### config.mk
export PLATFORM = sky130hd
export DESIGN_NAME = pc_branch_unit_flat
export DESIGN_NICKNAME = d
export VERILOG_FILES = /design/src/rtl/pc_branch_unit_if.sv /design/src/rtl/pc_branch_unit.sv /design/src/flat_wrapper.sv
export SDC_FILE = /design/constraint.sdc
export NUM_CORES = 1
export LEC_CHECK = 0
export ABC_AREA = 0
export CORE_MARGIN = 8
export CORE_UTILIZATION = 27
export DETAILED_ROUTE_END_ITERATION = 12
export GPL_ROUTABILITY_DRIVEN = 0
export SLEW_MARGIN = 10
export SYNTH_ARGS = -nofsm -noshare
export SYNTH_HDL_FRONTEND = slang
export SYNTH_SLANG_ARGS = --single-unit
export TNS_END_PERCENT = 1
### constraint.sdc
create_clock -name clk -period 1.8 [get_ports clk]
set_input_delay 0.36 -clock clk [delete_from_list [all_inputs] [get_ports clk]]
set_output_delay 0.36 -clock clk [all_outputs]
set_load 0.01 [all_outputs]
### src/rtl/pc_branch_unit_if.sv
// rtl/pc_branch_unit_if.sv - controller-to-PC/branch-unit bundle
// The master modport belongs to the control path and the slave modport to pc_branch_unit.
interface pc_branch_unit_if #(
  parameter int WIDTH = 32,
  parameter int CNT_W = 16
);
  logic             pc_write;
  logic             pc_write_cond;
  logic             br_ne;
  logic [1:0]       pc_source;
  logic [WIDTH-1:0] alu_result;
  logic [WIDTH-1:0] alu_out;
  logic [25:0]      jaddr;
  logic             zero;
  logic             stat_clr;
  logic [WIDTH-1:0] pc;
  logic             br_taken;
  logic [CNT_W-1:0] br_cnt;
  logic [CNT_W-1:0] br_taken_cnt;

  modport master (
    output pc_write, pc_write_cond, br_ne, pc_source, alu_result, alu_out,
           jaddr, zero, stat_clr,
    input  pc, br_taken, br_cnt, br_taken_cnt
  );

  modport slave (
    input  pc_write, pc_write_cond, br_ne, pc_source, alu_result, alu_out,
           jaddr, zero, stat_clr,
    output pc, br_taken, br_cnt, br_taken_cnt
  );
endinterface

### src/rtl/pc_branch_unit.sv
// rtl/pc_branch_unit.sv - PC register, branch resolution and saturating branch statistics
// Define BNE_EN to let br_ne invert the zero condition (bne); otherwise only beq is resolved.
module pc_branch_unit #(
  parameter int               WIDTH    = 32,
  parameter logic [WIDTH-1:0] RESET_PC = 32'h0000_0000,
  parameter int               CNT_W    = 16
) (
  input  logic             clk,
  input  logic             rst_n,
  pc_branch_unit_if.slave  bus
);

  typedef enum logic [1:0] {IDLE, TAKEN, NOTTAKEN} state_t;

  localparam logic [CNT_W-1:0] CNT_ONE = {{(CNT_W-1){1'b0}}, 1'b1};
  localparam logic [CNT_W-1:0] CNT_MAX = {CNT_W{1'b1}};

  state_t           state_q;
  logic [WIDTH-1:0] pc_q;
  logic [WIDTH-1:0] pc_d;
  logic             br_taken_q;
  logic [CNT_W-1:0] br_cnt_q;
  logic [CNT_W-1:0] br_taken_cnt_q;
  logic             cond;
  logic             pc_en;

`ifdef BNE_EN
  assign cond = bus.zero ^ bus.br_ne;
`else
  // br_ne stays on the port so the controller wiring is identical in both builds.
  logic unused_br_ne;
  assign unused_br_ne = bus.br_ne;
  assign cond = bus.zero;
`endif

  assign pc_en = bus.pc_write | (bus.pc_write_cond & cond);

  always_comb begin
    pc_d = pc_q;
    case (bus.pc_source)
      2'd0:    pc_d = bus.alu_result;
      2'd1:    pc_d = bus.alu_out;
      2'd2:    pc_d = {pc_q[WIDTH-1:28], bus.jaddr, 2'b00};
      default: pc_d = RESET_PC;
    endcase
  end

  always_ff @(posedge clk or negedge rst_n) begin
    if (!rst_n) begin
      state_q        <= IDLE;
      pc_q           <= RESET_PC;
      br_taken_q     <= 1'b0;
      br_cnt_q       <= '0;
      br_taken_cnt_q <= '0;
    end else begin
      if (pc_en) begin
        pc_q <= pc_d;
      end

      // Every state resolves a new branch immediately, so back-to-back strobes never stall.
      case (state_q)
        IDLE, TAKEN, NOTTAKEN: begin
          if (bus.pc_write_cond) begin
            state_q <= cond ? TAKEN : NOTTAKEN;
          end else begin
            state_q <= IDLE;
          end
        end
        default: state_q <= IDLE;
      endcase

      if (bus.stat_clr) begin
        br_taken_q     <= 1'b0;
        br_cnt_q       <= '0;
        br_taken_cnt_q <= '0;
      end else if (bus.pc_write_cond) begin
        br_taken_q <= cond;
        if (br_cnt_q != CNT_MAX) begin
          br_cnt_q <= br_cnt_q + CNT_ONE;
        end
        if (cond && (br_taken_cnt_q != CNT_MAX)) begin
          br_taken_cnt_q <= br_taken_cnt_q + CNT_ONE;
        end
      end
    end
  end

  assign bus.pc           = pc_q;
  assign bus.br_taken     = br_taken_q;
  assign bus.br_cnt       = br_cnt_q;
  assign bus.br_taken_cnt = br_taken_cnt_q;

endmodule

### src/flat_wrapper.sv
// flat-port wrapper written by rule: the top's interface ports become plain ports
module pc_branch_unit_flat 
#(
  parameter int               WIDTH    = 32,
  parameter logic [WIDTH-1:0] RESET_PC = 32'h0000_0000,
  parameter int               CNT_W    = 16
)
  (clk, rst_n, bus_pc_write, bus_pc_write_cond, bus_br_ne, bus_pc_source, bus_alu_result, bus_alu_out, bus_jaddr, bus_zero, bus_stat_clr, bus_pc, bus_br_taken, bus_br_cnt, bus_br_taken_cnt);
  pc_branch_unit_if #(.WIDTH(WIDTH), .CNT_W(CNT_W)) bus_i ();
  input  logic clk;
  input  logic rst_n;
  input wire logic [$bits(bus_i.pc_write)-1:0] bus_pc_write;
  input wire logic [$bits(bus_i.pc_write_cond)-1:0] bus_pc_write_cond;
  input wire logic [$bits(bus_i.br_ne)-1:0] bus_br_ne;
  input wire logic [$bits(bus_i.pc_source)-1:0] bus_pc_source;
  input wire logic [$bits(bus_i.alu_result)-1:0] bus_alu_result;
  input wire logic [$bits(bus_i.alu_out)-1:0] bus_alu_out;
  input wire logic [$bits(bus_i.jaddr)-1:0] bus_jaddr;
  input wire logic [$bits(bus_i.zero)-1:0] bus_zero;
  input wire logic [$bits(bus_i.stat_clr)-1:0] bus_stat_clr;
  output wire logic [$bits(bus_i.pc)-1:0] bus_pc;
  output wire logic [$bits(bus_i.br_taken)-1:0] bus_br_taken;
  output wire logic [$bits(bus_i.br_cnt)-1:0] bus_br_cnt;
  output wire logic [$bits(bus_i.br_taken_cnt)-1:0] bus_br_taken_cnt;
  assign bus_i.pc_write = bus_pc_write;
  assign bus_i.pc_write_cond = bus_pc_write_cond;
  assign bus_i.br_ne = bus_br_ne;
  assign bus_i.pc_source = bus_pc_source;
  assign bus_i.alu_result = bus_alu_result;
  assign bus_i.alu_out = bus_alu_out;
  assign bus_i.jaddr = bus_jaddr;
  assign bus_i.zero = bus_zero;
  assign bus_i.stat_clr = bus_stat_clr;
  assign bus_pc = bus_i.pc;
  assign bus_br_taken = bus_i.br_taken;
  assign bus_br_cnt = bus_i.br_cnt;
  assign bus_br_taken_cnt = bus_i.br_taken_cnt;
  pc_branch_unit #(.WIDTH(WIDTH), .RESET_PC(RESET_PC), .CNT_W(CNT_W)) u_core (.clk(clk), .rst_n(rst_n), .bus(bus_i));
endmodule
==> metrics.cfg <==
[outcome]
status=complete, no violations

[die]
die-width_um=132
core_um2=13200
num_rows=42
fp.dieArea_um2=17600
start_util=0.277
ios=164
die_h_um=132

[global_routing]
use_met2=0.240
grt_pass1_vias=4078
overflow=0
antenna_found_initial=0
grt.busiest_layer=met2
grt_start_max_net_pins=66
grtUsageMet3=0.0882
grt_pass1_wl_mm=20.9
grtUsageTotal=0.147
grtUsageMet1=0.160

[route]
drt_iter0_drc=173
avgRoutedWirePerCell_um=16.7
ant_nets=0
via_per_inst=4.93
dr.pass1.iters=4
drc=0
routed_wl_mm=13.0
vias=3831

[synthesis]
ys_types=48
synth_nets=512
ys_ff_latch=65
yosysWarnings=0
syn-instance-count=411
synth_top_area_frac=0.444
ys_async_sr_fraction=1.00
synthFlopType=dfrtp_1
yosys.area.top_type=dfrtp_1
synth_area_leaders=dfrtp_1 44%, a21oi_1 9.8%, mux2i_1 8.2%, nor2_1 7.0%, nand4_1 2.0%
synth-edff-count=0
avgSynthCellArea_um2=8.91
synth_area_um2=3660
ys_seq_area_frac=0.444

[final_layout]
antenna_cells=0
mostFrequentLayoutCell=clkdlybuf4s50_1
syn2layout_area_growth_pct=65.0
drive_above_1_share=0.126
fillCellCount=1296
final_cell_count_no_fill=777
final_cell_mix=159 x clkdlybuf4s50_1, 72 x a21oi_1, 67 x nor2_1
multi_input_area_um2=1920
ff_latch_area_um2=1630
fin_nets=698

[clock_network]
cts_setup_buffers=0
cts_resized=0
root_buffer=clkbuf_16
clk_pin_slew_ns=0.05
numCtsBuffers=9
htreeDepth=3
clockBufferDepth=2
cts.sinks=65
tritoncts=done
insertion_delay_ns=0.33
postCtsHoldBufs=0

[sta]
skew_ns=0.00667
period_share=0.979
rsz0062_at_grt=yes
fmax_mhz=567
slew_headroom=0.746
fin_crit_ns=1.76
tightest_slew_ns=0.377
report.final.slew_viol_count=0
hold_violations=0
setup_viol=0

[placement]
dp_cells=762
dp_hpwl_mm=10.1
port_buffers=162

[critical_path]
critPathMaxFanout=6
rrSetupSlack_ns=0.08
ff2ff_path_depth=6
r2r-end=u_core.bus.br_taken_cnt[3]
critical_path_class=reg2out
regToRegStartpoint=u_core.bus.br_taken_cnt[0]
crit_arrival_ns=1.40
crit_path_end_kind=output pin
critPathBufInv=1
cp.required_ns=1.44
cp.depth=1
cpMaxStageDelayCell=clkdlybuf4s50_1
slowest_delay_ns=0.60
path_cells=clkdlybuf4s50_1
path_delay_family=buffers and inverters
crit_path_start_kind=flop

[power]
power_w=0.00415
powerDensity_nw_per_um2=686
leakage_nw=2.46
ir_drop_v=0.000407

[job]
maxCapViolCount=0

[min_path]
hold_class=in2async

registers in the layout, summed over array words and instances, names as in the netlist:
| name | flops |
|---|---|
| u_core.bus.br_taken | 1 |
| u_core.bus.pc | 32 |
| u_core.bus.br_cnt | 16 |
| u_core.bus.br_taken_cnt | 16 |
metal layers:
metal	vias up	part of all wire
met5	-	0
met3	5	0.12
met4	0	0.0053
li1	1851	-
met1	1827	0.40
met2	148	0.47
area by class of cell:
| type | instances | share of cell area |
|---|---|---|
| Clock buffer | 11 | 0.0402 |
| Clock inverter | 4 | 0.00331 |
| Inverter | 6 | 0.00373 |
| Multi-Input combinational cell | 313 | 0.318 |
| Sequential cell | 65 | 0.269 |
| Tap cell | 176 | 0.0364 |
| Timing Repair Buffer | 202 | 0.329 |
where the power goes:
part | switching, W | total, W | leakage [nW] | internal [W]
combinational | 0.000396 | 0.000931 | 1.49 | 0.000535
clock | 0.000636 | 0.00159 | 0.135 | 0.000952
sequential | 0.0000644 | 0.00163 | 0.839 | 0.00156
total | 0.00110 | 0.00415 | 2.46 | 0.00305
stage by stage:
stage	instance area (µm²)	util	setup slack, ns	hold WS [ns]	setup TNS (ns)
2_1_floorplan	3670	-	0.0133	0.0644	0
3_3_place_gp	5750	0.434	-0.260	0.414	-6.03
3_5_place_dp	5750	0.434	-0.312	0.414	-6.90
4_1_cts	6010	0.454	0.0126	0.0633	0
5_1_grt	6040	0.456	-0.0266	0.0771	-0.0930
6_report	6040	0.456	0.0372	0.0500	0
synthesized netlist by cell type (all sizes together) (2+ instances only):
| library cell | instances |
|---|---|
| a21oi | 72 |
| a221o | 4 |
| a31oi | 4 |
| and2 | 2 |
| and3 | 2 |
| and4 | 5 |
| buf | 13 |
| clkbuf | 14 |
| dfrtp | 65 |
| ha | 2 |
| inv | 6 |
| mux2 | 3 |
| mux2i | 30 |
| nand2 | 17 |
| nand2b | 3 |
| nand3 | 11 |
| nand3b | 7 |
| nand4 | 12 |
| nor2 | 68 |
| nor2b | 6 |
| nor3 | 10 |
| nor4 | 7 |
| o211ai | 2 |
| o21ai | 13 |
| o31ai | 4 |
| or3 | 5 |
| or4 | 2 |
| xnor2 | 7 |
| xor2 | 3 |
kinds of logic after synthesis:
logic type      count (synthesis)  synth area share
compound gates                108             0.167
xor+xnor                       10            0.0239
fa+ha+maj                       2           0.00683
buf+inv                        33            0.0417
flops                          65             0.444
mux                            33            0.0912
simple gates                  160             0.225
worst max-delay path by stage:
stage | startpoint | endpoint | slack, ns
2_1_floorplan | u_core.bus.br_taken_cnt[0] | u_core.bus.br_taken_cnt[4] | 0.01
3_3_place_gp | bus_pc_write_cond | u_core.bus.pc[0] | -0.26
3_5_place_dp | bus_pc_write_cond | u_core.bus.pc[0] | -0.31
4_1_cts | u_core.bus.br_taken_cnt[0] | u_core.bus.br_taken_cnt[3] | 0.01
5_1_grt | u_core.bus.br_cnt[5] | bus_br_cnt[5] | -0.03
6_report | u_core.bus.br_cnt[5] | bus_br_cnt[5] | 0.04
Note: power is estimated with default switching activity, not from simulation.
